`config.mk`:
```
export PLATFORM = sky130hd
export DESIGN_NAME = wb_regfile
export DESIGN_NICKNAME = d
export VERILOG_FILES = /design/src/rtl/wb_regfile.sv
export SDC_FILE = /design/constraint.sdc
export NUM_CORES = 1
export LEC_CHECK = 0
export CORE_ASPECT_RATIO = 2
export CORE_MARGIN = 2
export CORE_UTILIZATION = 50
export DETAILED_ROUTE_END_ITERATION = 12
export PLACE_DENSITY = 0.72
export SYNTH_ARGS = -nofsm -noshare
export SYNTH_HDL_FRONTEND = slang
export SYNTH_SLANG_ARGS = --single-unit
```
`constraint.sdc`:
```
create_clock -name clk_i -period 11.75 [get_ports clk_i]
set_input_delay 1.7625 -clock clk_i [delete_from_list [all_inputs] [get_ports clk_i]]
set_output_delay 1.7625 -clock clk_i [all_outputs]
set_load 0.01 [all_outputs]
```
`src/rtl/wb_regfile.sv`:
```
// Write-back register file: 2**AW x DW registers, two combinational read
// ports with write-first bypass, plus a retired-write counter and a
// last-write trace register for debug.
module wb_regfile #(
  parameter int unsigned DW      = 16,
  parameter int unsigned AW      = 3,
  parameter int unsigned ZERO_R0 = 1
) (
  input  logic          clk_i,
  input  logic          rst_i,
  input  logic          wb_we_i,
  input  logic [AW-1:0] wb_rd_i,
  input  logic [DW-1:0] wb_data_i,
  input  logic [AW-1:0] rs1_addr_i,
  input  logic [AW-1:0] rs2_addr_i,
  output logic [DW-1:0] rs1_data_o,
  output logic [DW-1:0] rs2_data_o,
  output logic [15:0]   wr_count_o,
  output logic          last_wr_valid_o,
  output logic [AW-1:0] last_wr_rd_o,
  output logic [DW-1:0] last_wr_data_o
);

  localparam int unsigned NumRegs = 2 ** AW;
  localparam bit          HardR0  = (ZERO_R0 != 0);

  logic [DW-1:0] regs_q [NumRegs];
  logic [15:0]   wr_count_q, wr_count_d;
  logic          last_wr_valid_q;
  logic [AW-1:0] last_wr_rd_q;
  logic [DW-1:0] last_wr_data_q;
  logic          commit;

  // A write to R0 with a hardwired zero is dropped entirely: no storage,
  // counter or trace update, and no bypass.
  always_comb begin
    commit = wb_we_i;
    if (HardR0 && (wb_rd_i == '0)) begin
      commit = 1'b0;
    end
  end

  // Counter wraps naturally at 16 bits.
  always_comb begin
    wr_count_d = wr_count_q;
    if (commit) begin
      wr_count_d = wr_count_q + 16'd1;
    end
  end

  // Register storage; cleared asynchronously, one committed write per cycle.
  always_ff @(posedge clk_i or posedge rst_i) begin
    if (rst_i) begin
      for (int unsigned i = 0; i < NumRegs; i++) begin
        regs_q[i] <= '0;
      end
    end else if (commit) begin
      regs_q[wb_rd_i] <= wb_data_i;
    end
  end

  // Retired-write counter and last-write trace.
  always_ff @(posedge clk_i or posedge rst_i) begin
    if (rst_i) begin
      wr_count_q      <= '0;
      last_wr_valid_q <= 1'b0;
      last_wr_rd_q    <= '0;
      last_wr_data_q  <= '0;
    end else begin
      wr_count_q <= wr_count_d;
      if (commit) begin
        last_wr_valid_q <= 1'b1;
        last_wr_rd_q    <= wb_rd_i;
        last_wr_data_q  <= wb_data_i;
      end
    end
  end

  // Read port 1: hardwired zero, then same-cycle bypass, then storage.
  always_comb begin
    rs1_data_o = regs_q[rs1_addr_i];
    if (HardR0 && (rs1_addr_i == '0)) begin
      rs1_data_o = '0;
    end else if (commit && (wb_rd_i == rs1_addr_i)) begin
      rs1_data_o = wb_data_i;
    end
  end

  // Read port 2: same priority as port 1.
  always_comb begin
    rs2_data_o = regs_q[rs2_addr_i];
    if (HardR0 && (rs2_addr_i == '0)) begin
      rs2_data_o = '0;
    end else if (commit && (wb_rd_i == rs2_addr_i)) begin
      rs2_data_o = wb_data_i;
    end
  end

  assign wr_count_o      = wr_count_q;
  assign last_wr_valid_o = last_wr_valid_q;
  assign last_wr_rd_o    = last_wr_rd_q;
  assign last_wr_data_o  = last_wr_data_q;

endmodule

```
After elaboration in Yosys (flattened, before gate mapping)
Index checks and enable logic that the tools add are counted.

word-level totals
  memory bits (writable) = 0
  latch bits = 0
  input port bits = 28
  ROM bits = 0
  word-level logic and storage cells = 42
  register bits = 164
  memories kept = 0
  output and inout bits = 68

cells by class
  magnitude comparators = 4
  add/subtract/negate cells = 1
  div/mod/pow operators = 0
  reductions and logical operators = 6
  $mul = 0
  bitwise logic cells = 3
  mux-type cells = 14
  eq/ne operators = 2
  shift-type cells = 0

operators with widths
  kind                                                                  number
  16-bit two-way mux                                                    9
  128-bit bitwise mux                                                   1
  16-bit binary-select mux with 3-bit select                            2
  16-bit demux with 3-bit select                                        1
  16-bit by 1-bit adder with 16-bit output, second input constant       1
  4-bit >= comparator, second input constant                            3
  3-bit NOT with 4-bit output                                           3
  3-bit zero test                                                       3
  3-bit equality test                                                   2
  4-bit by 1-bit < comparator with 1-bit output, second input constant  1
  1-bit logical AND                                                     3
  1-bit two-way mux                                                     1

Longest topological paths before layout
  depth after elaboration = 6
  depth in mapped cells = 7
  depth with buffers taken out = 4

Worst setup path before layout
Ideal clock, no wire load.

  path type = input -> output
  start point = input rs1_addr_i[1]
  end point = output rs1_data_o[12]
  stages on the path = 7
  data arrival time = 2985 ps
  setup slack = 7003 ps
  buffers on the path = 3
  required time = 9988 ps
  cell sequence = clkbuf_1 -> xnor2_1 -> and4_1 -> buf_4 -> buf_6 -> a211oi_2 -> nor3_1

on the way
  word-level cells in the longest chain between the ends = 6
  elaborated cells between the ends (all ways) = 9
  classes of those cells = eq/ne (1); mux (5); bitwise (1); reduce/logical (2)

ends and longest elaborated chain
  what                                                   line  text
  start: declaration                                     14    input logic [AW-1:0] rs1_addr_i,
  3-bit NOT with 4-bit output (implied by the code)      81    rs1_data_o = regs_q[rs1_addr_i];
  16-bit binary-select mux with 3-bit select             81
  16-bit two-way mux (implied by the code) (2 in a row)  81
  16-bit two-way mux                                     84    end else if (commit && (wb_rd_i == rs1_addr_i)) begin
  16-bit two-way mux *                                   82    if (HardR0 && (rs1_addr_i == '0)) begin
  end: declaration                                       16    output logic [DW-1:0] rs1_data_o,

Mark *: on every way between the ends. The rest lies on a longest branch, timed or not. The select of a mux whose other input is x is not followed.

Worst setup path in the final report
  start point = input wb_rd_i[0]
  end point = output rs1_data_o[15]

on the way
  word-level cells in the longest chain between the ends = 5
  elaborated cells between the ends (all ways) = 6
  classes of those cells = eq/ne (1); mux (3); reduce/logical (2)

ends and longest elaborated chain
  what                  line  text
  start: declaration    12    input logic [AW-1:0] wb_rd_i,
  3-bit zero test       38    if (HardR0 && (wb_rd_i == '0)) begin
  1-bit two-way mux     38
  1-bit logical AND *   84
  16-bit two-way mux *  84
  16-bit two-way mux *  82

Mark *: on every way between the ends. The rest lies on a longest branch, timed or not.

==> flow_summary.ini <==
[clocking]
cts.sinks = 164
clk_pin_slew_worst_paths_ns = 0.06
cts_hold_buf = 0
numCtsBuffers = 17
insertion_delay_ns = 0.42
root_buffer = clkbuf_16
clockBufferDepth = 2
h-tree-depth = 4
ctsResizeCount = 0
cts_tree = built
cts_setup_buffers = 0

[grt]
grt-ovfl-total = 0
grt_max_degree = 95
antenna_found_initial = 0
grt_pass1_wl_um = 32800
grt_pass1_vias = 5921
grt_usage_pct = 22.7

[synthesis]
synth_ff_type = dfrtp_1
synthCells = 672
synth_edf_count = 0
synth_seq_area_share_pct = 46.1
synth_seq_cells = 164
netlist_area_mm2 = 0.00890
syn_avg_cell_area_um2 = 13.2
ys_warn_count = 0
ys_types = 36
syn_nets = 701
async_reset_ff_share_pct = 100

[sta]
period_share_pct = 59.4
setup_tns_ns = 0
holdWs_ns = 0.400
fin_ws_ns = 4.77
slew_viol_final = 0
worstMarginPinSlew_ns = 1.10
fin_crit_ns = 6.98
setup_violations = 0
rsz0062_at_grt = no
slew_headroom_pct = 26.7
hold_viol = 0
fin_skew_ns = 0.00413
max_freq_ghz = 0.143

[placed_design]
io_buffers = 95
place_congestion = 0.753
pre_cts_slack_ns = 4.81
dp_hpwl_um = 12400

[route]
antenna_left = 0
drc = 0
dr.pass1.iters = 4
m1WireLength_um = 8710
routedWlPerCell_um = 21.8
wl_met2_um = 10700
via_per_inst = 5.94
wirelength_um = 20500
routed.top_layer = met4
drt-initial-drc-count = 250
vias = 5598
route.met3.wl_um = 755

[worst_setup_path]
rr_worst_depth = 4
cp.arrival_ns = 5.22
regToRegSetupSlack_ns = 10.20
required_ns = 9.99
r2r-end = wr_count_o[14]
cp-end-kind = output port
path_class = in -> out
cp-start-kind = input port
path_max_fanout = 25
r2r_start = wr_count_o[3]

[floorplanning]
die_h_um = 193
die_area_mm2 = 0.0190
dieWidth_um = 98.4
io_pins = 96
num_rows = 69
core_mm2 = 0.0176
initial_core_util_pct = 50.6

[pwr]
seqPwrFrac_pct = 43.0
max-vdd-ir-drop_mv = 0.0970
pwr-share-comb_pct = 24.4
switching_power_uw = 485
cellPowerDensity_mw_per_mm2 = 167
p_leak_nw = 4.27
internal-power_mw = 1.25
p_sw_share_pct = 28.0
power_mw = 1.73
clockPowerShare_pct = 32.6

[hold_path]
hold_end = regs_q[127]
hold_class = reg -> reg
whs_path_depth = 0
min_from = regs_q[127]

[finish]
layout_common_cells = dfrtp_1 (164), mux2_1 (112), clkdlybuf4s50_1 (93), mux4_2 (64), nand2_1 (61)
nFillCells = 1429
nets = 745
fin_util_pct = 59.0
diodes = 0
drive_above_1_share_pct = 21.1
areaGrowthSynthToFinish_pct = 16.6
final_common_cell = dfrtp_1

[run_status]
status = complete, no violations

[flow_run]
cap_violations = 0
## metrics by stage
step	area [µm²]	instances
global route	10400	942
floorplan	8900	672
finish	10400	942
detailed placement	9780	910
global placement	9780	910
CTS	10400	942
## registers in the layout, indices dropped and copies added, names as in the netlist
name / count
last_wr_data_o: 16
last_wr_valid_o: 1
regs_q: 128
last_wr_rd_o: 3
wr_count_o: 16
## worst max-delay path by stage
stage	slack, ns	cells past startpoint	start	endpoint
3_5_place_dp	4.81	7	wb_rd_i[0]	rs2_data_o[8]
5_1_grt	4.65	7	wb_rd_i[2]	rs1_data_o[0]
2_1_floorplan	5.55	1	rst_i	last_wr_data_o[0]
3_3_place_gp	4.86	7	wb_rd_i[2]	rs2_data_o[8]
4_1_cts	4.81	7	wb_rd_i[0]	rs1_data_o[0]
6_report	4.77	7	wb_rd_i[0]	rs1_data_o[15]
## area by class of cell
class	instances	area (µm²)	area share, %
Clock inverter	13	149	1.43
Tap cell	213	267	2.57
Sequential cell	164	4100	39.5
Inverter	4	20.0	0.193
Timing Repair Buffer	106	1020	9.86
Clock buffer	19	453	4.36
Multi-Input combinational cell	423	4370	42.1
## critical path, cell delays in order
cell and delay [ns]:
clkdlybuf4s50_1 0.96, o31a_1 0.23, buf_4 0.29, and4_1 0.99
a211oi_1 0.09, nor3_1 0.29, clkdlybuf4s50_1 0.59
## cell families (layout without fill, tap and decap cells)
group | count (synthesis) | count (layout) | share of synthesized area [%]
xor+xnor | 21 | 21 | 2.07
compound gates | 35 | 35 | 4.33
mux | 176 | 176 | 30.4
buf+inv | 85 | 142 | 5.42
simple gates | 190 | 190 | 11.6
fa+ha+maj | 1 | 1 | 0.141
flops | 164 | 164 | 46.1
## layer usage
layer  GRT usage (%)  vias to the layer above
li1                -                     2522
met1            30.2                     2895
met2            38.2                      146
met3            3.91                       35
met4            7.17                        0
met5               0                        -
## power groups by stage
stage | logic, mW | registers, mW | clock network (mW)
after floorplan | 0.284 | 0.738 | 0
after global placement | 0.419 | 0.744 | 0
after detailed placement | 0.427 | 0.753 | 0
after CTS | 0.429 | 0.743 | 0.575
after global routing | 0.458 | 0.759 | 0.595
final | 0.423 | 0.744 | 0.564
## cells in the mapped netlist, types with 2 or more instances
| cell | number | area (µm²) |
|---|---|---|
| dfrtp_1 | 164 | 4100 |
| mux2_1 | 112 | 1260 |
| mux4_2 | 64 | 1440 |
| nand2_1 | 61 | 229 |
| nor2_1 | 35 | 131 |
| nor2b_1 | 32 | 200 |
| nor3_1 | 27 | 135 |
| a211oi_2 | 24 | 300 |
| buf_2 | 23 | 115 |
| clkbuf_1 | 22 | 82.6 |
| xnor2_1 | 16 | 140 |
| buf_1 | 15 | 56.3 |
| buf_4 | 11 | 82.6 |
| nor3_2 | 11 | 110 |
| a211oi_1 | 8 | 60.1 |
| buf_6 | 5 | 56.3 |
| xor2_1 | 5 | 43.8 |
| inv_1 | 4 | 15.0 |
| nand3_1 | 4 | 20.0 |
| nand4_1 | 4 | 25.0 |
| and4_1 | 3 | 26.3 |
| buf_12 | 3 | 60.1 |
| clkbuf_4 | 2 | 15.0 |
| nand2b_1 | 2 | 12.5 |
| nand4_2 | 2 | 25.0 |
| nand4b_4 | 2 | 47.6 |
| nor4bb_1 | 2 | 20.0 |
(Power assumes the default switching activity.)
